--- config.mk ---
export PLATFORM = sky130hd
export DESIGN_NAME = bus_rr_arbiter_flat
export DESIGN_NICKNAME = d
export VERILOG_FILES = /design/src/rtl/bus_rr_arbiter_if.sv /design/src/rtl/bus_rr_arbiter.sv /design/src/flat_wrapper.sv
export SDC_FILE = /design/constraint.sdc
export NUM_CORES = 1
export LEC_CHECK = 0
export ABC_CLOCK_PERIOD_IN_PS = 1300
export BUFFER_PORTS_ARGS = -buffer_cell sky130_fd_sc_hd__buf_2
export CELL_PAD_IN_SITES_DETAIL_PLACEMENT = 0
export CELL_PAD_IN_SITES_GLOBAL_PLACEMENT = 1
export CORE_MARGIN = 8
export CORE_UTILIZATION = 36
export DETAILED_ROUTE_END_ITERATION = 7
export PLACE_DENSITY_LB_ADDON = 0.12
export SYNTH_ARGS = -nofsm -noshare
export SYNTH_HDL_FRONTEND = slang
export SYNTH_SLANG_ARGS = --single-unit
--- constraint.sdc ---
create_clock -name clk -period 1.3 [get_ports clk]
set_input_delay 0.325 -clock clk [delete_from_list [all_inputs] [get_ports clk]]
set_output_delay 0.325 -clock clk [all_outputs]
set_load 0.03 [all_outputs]
--- src/rtl/bus_rr_arbiter_if.sv ---
// rtl/bus_rr_arbiter_if.sv - request/grant bundle between requesters and the bus arbiter
//
// Ports (signals):
//   req      N     level request vector, bit i = requester i
//   gnt      N     one-hot grant, drives requester i send_en
//   gnt_id   ID_W  index of the current/last owner
//   busy     1     high exactly when gnt != 0
//   timeout  1     one-cycle pulse when a tenure is forcibly ended
// Modports: master = arbiter side, slave = requester side.

interface bus_rr_arbiter_if #(
    parameter int N    = 4,
    parameter int ID_W = 2
);
    logic [N-1:0]    req;
    logic [N-1:0]    gnt;
    logic [ID_W-1:0] gnt_id;
    logic            busy;
    logic            timeout;

    modport master (
        input  req,
        output gnt,
        output gnt_id,
        output busy,
        output timeout
    );

    modport slave (
        output req,
        input  gnt,
        input  gnt_id,
        input  busy,
        input  timeout
    );
endinterface

--- src/rtl/bus_rr_arbiter.sv ---
// rtl/bus_rr_arbiter.sv - round-robin grant sequencer for the shared tri-state bus
//
// Ports:
//   clk   in   clock, all state updates on posedge
//   rst   in   synchronous reset, active-high
//   bus   master modport of bus_rr_arbiter_if (req in; gnt, gnt_id, busy,
//         timeout out, all registered)
// Grants are one-hot and feed the requesters' send_en directly. A tenure lasts
// at most MAX_HOLD cycles and every release is followed by one undriven
// turnaround cycle so two drivers never overlap.

module bus_rr_arbiter #(
    parameter int N        = 4,
    parameter int ID_W     = 2,
    parameter int HOLD_W   = 4,
    parameter int MAX_HOLD = 8
) (
    input  logic                clk,
    input  logic                rst,
    bus_rr_arbiter_if.master    bus
);

    typedef enum logic [1:0] {
        IDLE  = 2'd0,
        GRANT = 2'd1,
        TURN  = 2'd2
    } state_t;

    state_t            state;
    state_t            state_nxt;

    logic [ID_W-1:0]   ptr;
    logic [ID_W-1:0]   ptr_nxt;
    logic [HOLD_W-1:0] hold_cnt;
    logic [HOLD_W-1:0] hold_nxt;
    logic [N-1:0]      gnt_nxt;
    logic [ID_W-1:0]   gnt_id_nxt;
    logic              timeout_nxt;

    logic [N-1:0]      req_hi;
    logic [N-1:0]      search_vec;
    logic              win_vld;
    logic [ID_W-1:0]   win_id;

    logic              owner_req;
    logic              hold_max;
    logic              release_now;

    // Rotating priority: requests at or above ptr are searched first; if none,
    // the wrap-around part (below ptr) is searched. Lowest index wins in each.
    always_comb begin
        req_hi = '0;
        for (int i = 0; i < N; i++) begin
            req_hi[i] = bus.req[i] && (ID_W'(i) >= ptr);
        end
        search_vec = (req_hi != '0) ? req_hi : bus.req;
        win_vld    = (bus.req != '0);
        win_id     = '0;
        for (int i = N - 1; i >= 0; i--) begin
            if (search_vec[i]) begin
                win_id = ID_W'(i);
            end
        end
    end

    // In GRANT, gnt is one-hot on the owner, so masking req with it yields the
    // owner's request without indexing by gnt_id.
    assign owner_req   = |(bus.req & bus.gnt);
    assign hold_max    = (hold_cnt == HOLD_W'(MAX_HOLD - 1));
    assign release_now = !owner_req || hold_max;

    // State register plus registered outputs.
    always_ff @(posedge clk) begin
        if (rst) begin
            state       <= IDLE;
            ptr         <= '0;
            hold_cnt    <= '0;
            bus.gnt     <= '0;
            bus.gnt_id  <= '0;
            bus.busy    <= 1'b0;
            bus.timeout <= 1'b0;
        end else begin
            state       <= state_nxt;
            ptr         <= ptr_nxt;
            hold_cnt    <= hold_nxt;
            bus.gnt     <= gnt_nxt;
            bus.gnt_id  <= gnt_id_nxt;
            bus.busy    <= |gnt_nxt;
            bus.timeout <= timeout_nxt;
        end
    end

    // Next-state logic.
    always_comb begin
        state_nxt = state;
        case (state)
            IDLE:    if (win_vld) state_nxt = GRANT;
            GRANT:   if (release_now) state_nxt = TURN;
            TURN:    state_nxt = win_vld ? GRANT : IDLE;
            default: state_nxt = IDLE;
        endcase
    end

    // Output / datapath logic. TURN arbitrates exactly like IDLE; the dead
    // cycle comes from GRANT always passing through TURN with gnt cleared.
    always_comb begin
        gnt_nxt     = bus.gnt;
        gnt_id_nxt  = bus.gnt_id;
        ptr_nxt     = ptr;
        hold_nxt    = hold_cnt;
        timeout_nxt = 1'b0;
        case (state)
            GRANT: begin
                if (release_now) begin
                    gnt_nxt     = '0;
                    ptr_nxt     = (bus.gnt_id == ID_W'(N - 1)) ? '0 : bus.gnt_id + 1'b1;
                    timeout_nxt = hold_max && owner_req;
                end else begin
                    hold_nxt = hold_cnt + 1'b1;
                end
            end
            default: begin
                gnt_nxt = '0;
                if (win_vld) begin
                    gnt_nxt    = N'(1) << win_id;
                    gnt_id_nxt = win_id;
                    hold_nxt   = '0;
                end
            end
        endcase
    end

endmodule

--- src/flat_wrapper.sv ---
// flat-port wrapper written by rule: the top's interface ports become plain ports
module bus_rr_arbiter_flat 
#(
    parameter int N        = 4,
    parameter int ID_W     = 2,
    parameter int HOLD_W   = 4,
    parameter int MAX_HOLD = 8
)
  (clk, rst, bus_req, bus_gnt, bus_gnt_id, bus_busy, bus_timeout);
  bus_rr_arbiter_if #(.N(N), .ID_W(ID_W)) bus_i ();
  input  logic clk;
  input  logic rst;
  input wire logic [$bits(bus_i.req)-1:0] bus_req;
  output wire logic [$bits(bus_i.gnt)-1:0] bus_gnt;
  output wire logic [$bits(bus_i.gnt_id)-1:0] bus_gnt_id;
  output wire logic [$bits(bus_i.busy)-1:0] bus_busy;
  output wire logic [$bits(bus_i.timeout)-1:0] bus_timeout;
  assign bus_i.req = bus_req;
  assign bus_gnt = bus_i.gnt;
  assign bus_gnt_id = bus_i.gnt_id;
  assign bus_busy = bus_i.busy;
  assign bus_timeout = bus_i.timeout;
  bus_rr_arbiter #(.N(N), .ID_W(ID_W), .HOLD_W(HOLD_W), .MAX_HOLD(MAX_HOLD)) u_core (.clk(clk), .rst(rst), .bus(bus_i));
endmodule
# Yosys cells after proc, flatten, opt, wreduce, memory -nomap -nowiden
# Cells that the tools add are included.
[word_totals]
input_bits = 6
output_inout_bits = 8
reg_bits = 16
wordCells = 58
[op_classes]
muxes = 16
reduce_logical = 18
eq_ne = 7
shift = 1
order_cmp = 4
addsub = 2
n_bitwise = 3
[op_table]
columns = ["cell", "count"]
rows = [
  ["$mux 4", 7],
  ["$mux 2", 7],
  ["$reduce_and 2->1", 4],
  ["$reduce_bool 4->1", 2],
  ["$reduce_or 4->1", 2],
  ["$pmux 2 s3", 1],
  ["$logic_and 1x1->1", 5],
  ["$add 4x1->4 const B", 1],
  ["$and 4x4->4", 1],
  ["$eq 2x2->1 const B", 2],
  ["$eq 4x3->1 const B", 1],
  ["$ge 1x2->1 const A", 2],
  ["$ge 2x2->1 const A", 2],
  ["$ne 2x1->1 const B", 2],
  ["$shl 1x2->4 const A", 1],
  ["$reduce_or 3->1", 1],
  ["$add 2x1->2 const B", 1],
  ["$eq 2x1->1 const B", 1],
  ["$logic_not 2->1", 1],
  ["$ne 2x2->1 const B", 1],
  ["$not 1->1", 2],
  ["$reduce_bool 2->1", 1],
  ["$logic_not 1->1", 1],
  ["$logic_or 1x1->1", 1],
  ["$mux 1", 1],
]

# Longest topological paths before layout
[depth]
depth_word = 12
depth_mapped = 5
mapped_depth_nobuf = 5

# Least setup slack after synthesis
# OpenSTA, ideal clock, no wires.
[synth_timing]
path_type = "register to register"
from = "register u_core.bus.gnt[2]"
to = "register u_core.bus.gnt[3]"
period_less_slack_ns = 1.524
path_stages_with_launch = 5
required_time_ns = 1.179
arrival_time_ns = 1.403
path_slack_ns = -0.224
path_cell_list = "dfxtp_1 > a22o_1 > o211ai_2 > nor2_1 > a2bb2o_1"
[synth_via]
elab_chain_len = 6
[synth_lines]
columns = ["element", "line_no", "source"]
rows = [
  ["start, declared", "bus_rr_arbiter_if.sv:23", "output gnt,"],
  ["start signal, assigned", "bus_rr_arbiter.sv:86", "bus.gnt <= gnt_nxt;"],
  ["$and 4x4->4", "bus_rr_arbiter.sv:68", "assign owner_req = |(bus.req & bus.gnt);"],
  ["$reduce_or 4->1", "bus_rr_arbiter.sv:68", ""],
  ["$logic_not 1->1", "bus_rr_arbiter.sv:70", "assign release_now = !owner_req || hold_max;"],
  ["$logic_or 1x1->1", "bus_rr_arbiter.sv:70", ""],
  ["$mux 4", "bus_rr_arbiter.sv:114", "if (release_now) begin"],
  ["$mux 4", "bus_rr_arbiter.sv:112", "case (state)"],
]
# Every way passes these cells.
# A chain may end at the register's enable or synchronous reset.

# Worst setup path in the final report
[layout_timing]
from = "register u_core.bus.gnt[0]"
to = "register u_core.ptr[0]"
[layout_via]
elab_chain_len = 5
[layout_lines]
columns = ["element", "line_no", "source"]
rows = [
  ["$and 4x4->4", "bus_rr_arbiter.sv:68", ""],
  ["$reduce_or 4->1", "bus_rr_arbiter.sv:68", ""],
  ["$logic_not 1->1", "bus_rr_arbiter.sv:70", ""],
  ["$logic_or 1x1->1", "bus_rr_arbiter.sv:70", ""],
  ["$reduce_and 2->1 (no source line)", "n/a", ""],
  ["end signal, assigned", "bus_rr_arbiter.sv:84", "ptr <= ptr_nxt;"],
  ["end, declared", "bus_rr_arbiter.sv:32", "logic [ID_W-1:0] ptr;"],
]
# Every way passes these cells.

==> results.ini <==
[status]
status=finished with violations
failed_checks=setup timing

[finish]
multi_input_area_sq_um=494
nNetsFinal=135
utilization_pct=56.2
fin_cells=154
layout-drive-gt1-share_pct=54.0
final-seq-area_sq_um=332
nFillCells=205
area_delta_synth_final_pct=52.6
n_antenna_cell=0

[route]
postRouteAntennaNets=0
route.detailed.drc=0
viasPerCell=5.19
drt_first_pass_iters=4
first_iter_violations=25
vias=799
routedWlPerCell_um=13.9
wl_um=2140

[cts]
htree_num_levels=1
hold_buffers=0
clock_tree.buffer_depth=2
clkSinkCount=16
numCtsBuffers=3
clk_latency_ps=290
cts_root_buf=clkbuf_4
cts.clk_slew.worst_paths_ps=100
cts_tree=done

[timing]
finalCritPeriodShare_pct=109
maxSlewHeadroom_pct=70.6
hold_ws_ps=302
fin_crit_ps=1420
worstMarginPinSlew_ps=437
setup_viol=10
slew_viol_final=0
hold_violations=0
clock.fmax_mhz=703
rsz0062_at_grt=yes
final.setup_skew_ps=9.70
finalWorstSetupSlack_ps=-123

[synth]
ys_seq_area_share_pct=40.9
yosys.area.top_type_share_pct=40.9
synth_top_area_cell=dfxtp_1
synthFlopType=dfxtp_1
syn_inst=85
ys_ff_latch=16
syn-num-nets=93
synth_cell_types=35
yosys-top-cells-area=dfxtp_1 41%, a21oi_1 5.1%, o32ai_2 4.2%
ys_async_sr_fraction_pct=0
yosysWarnings=0
avgSynthCellArea_sq_um=9.21
netlist_area_sq_um=783
synth-edff-count=0

[global_routing]
grt_usage_pct=11.1
grt_pass1_wl_um=3530
grt_max_degree=12
grt_remaining_overflow=0
grt_pass1_vias=809
antenna_found_initial=0

[pwr]
ir_worst_vdd_uv=566
power_per_cell_area_nw_per_um2=1020
p_leak_nw=0.489

[worst_setup_path]
crit_chain=a22o_4 -> o21a_1 -> or4_1 -> a21oi_1
reg2reg_setup_slack_ps=-120
end_kind=flip-flop
worst_ep_required_time_ps=1520
start_kind=flip-flop
critPathArrivalTime_ps=1650
path_class=flip-flop to flip-flop
crit_fanout=2
cp_slowest_cell=or4_1
max_stage_delay_ps=390
timing.rr.end=u_core.ptr[0]$_SDFFE_PP0P_
ff2ff_path_depth=4
r2r-start=u_core.bus.gnt[0]$_SDFF_PP0_

[placement]
dpl.cell_count=148
io_buffers=13
place.gp.congestion=0.764
dp.final_hpwl_um=1680

[flow_run]
max_cap_viol_count=0

[die]
io_pins=14
fp-row-count=17
core_area_sq_um=2130
start_util_pct=36.8
die_h_um=62.6
die_area_sq_um=3920
die_w_um=62.6

[hold_path]
min_from=rst
holdCritPathClass=input port to flip-flop
whs_path_depth=2
min_to=u_core.state[0]$_SDFFE_PP0P_

cells in the final DEF (no fill, tap or decap), types with 3 or more instances in the layout:
cell | Yosys | routed
buf_4 | 0 | 25
buf_2 | 1 | 12
dfxtp_1 | 16 | 9
nand2_1 | 6 | 6
a21oi_1 | 8 | 6
dfxtp_2 | 0 | 6
nor2_1 | 4 | 4
o211ai_1 | 3 | 3
o21ai_0 | 3 | 3
clkbuf_4 | 0 | 3
worst max-delay path: cells and delay by family, from the launching register on:
family,cells,cell delay (ps)
flip-flops,1,360
AO/OA/AOI/OAI,3,610
AND/OR/NAND/NOR,1,390
flip-flops by register name, indices dropped and copies added, names as in the netlist:
| name | cells |
|---|---|
| u_core.bus.gnt | 4 |
| u_core.hold_cnt | 4 |
| u_core.bus.gnt_id | 2 |
| u_core.ptr | 2 |
| u_core.state | 2 |
| u_core.bus.busy | 1 |
| u_core.bus.timeout | 1 |
what timing repair did:
action,4_1_cts,5_1_grt
pin swaps,8,2
endpoints found under the setup margin,9,16
gates resized for setup,6,11
buffers inserted,2,0
power by group:
part | internal [mW] | switching [mW]
registers | 0.523 | 0.0226
logic | 0.169 | 0.170
clock network | 0.170 | 0.164
how the worst max path moves through the flow:
stage,startpoint,to
global placement,bus_req[3],u_core.bus.gnt[0]$_SDFF_PP0_
floorplan,u_core.bus.gnt[0]$_SDFF_PP0_,u_core.ptr[0]$_SDFFE_PP0P_
CTS,u_core.bus.gnt[0]$_SDFF_PP0_,u_core.ptr[0]$_SDFFE_PP0P_
global route,u_core.bus.gnt[0]$_SDFF_PP0_,u_core.ptr[0]$_SDFFE_PP0P_
detailed placement,bus_req[0],u_core.bus.gnt[0]$_SDFF_PP0_
finish,u_core.bus.gnt[0]$_SDFF_PP0_,u_core.ptr[0]$_SDFFE_PP0P_
synthesized netlist by cell type, types with 3 or more instances:
library cell,count
dfxtp_1,16
a21oi_1,8
nand2_1,6
nand3_1,4
nor2_1,4
nor2b_1,4
o211ai_1,3
o21ai_0,3
through the flow:
stage,TNS [ps],cell area [sq um],power [mW],setup slack (ps)
floorplan,-437,815,0.732,-121
global placement,-2500,1100,0.871,-254
detailed placement,-2690,1100,0.874,-268
CTS,-713,1170,1.22,-122
global route,-1660,1190,1.29,-161
finish,-641,1190,1.22,-123
logic make-up after synthesis:
kind of cell             Yosys count  share of synthesized area [%]
flip-flops                        16                           40.9
buffers and inverters              5                           2.55
AO/OA/AOI/OAI                     29                           28.0
AND/OR/NAND/NOR                   33                           25.4
adder cells (fa/ha/maj)            2                           3.19
cell type report:
type,instances,share of cell area [%]
flip-flops and latches,16,27.7
well taps,28,2.93
repair buffers,40,24.3
clock buffers,4,3.04
inverters,2,0.628
multi-input cells,64,41.4
routing by layer:
metal | GRT usage (%) | share of wire (%) | vias up
li1 | - | - | 408
met1 | 12.2 | 47 | 368
met2 | 18.4 | 46 | 19
met3 | 3.76 | 5.5 | 4
met4 | 5.98 | 1.8 | 0
met5 | 0 | 0 | -
(Power assumes the default switching activity.)
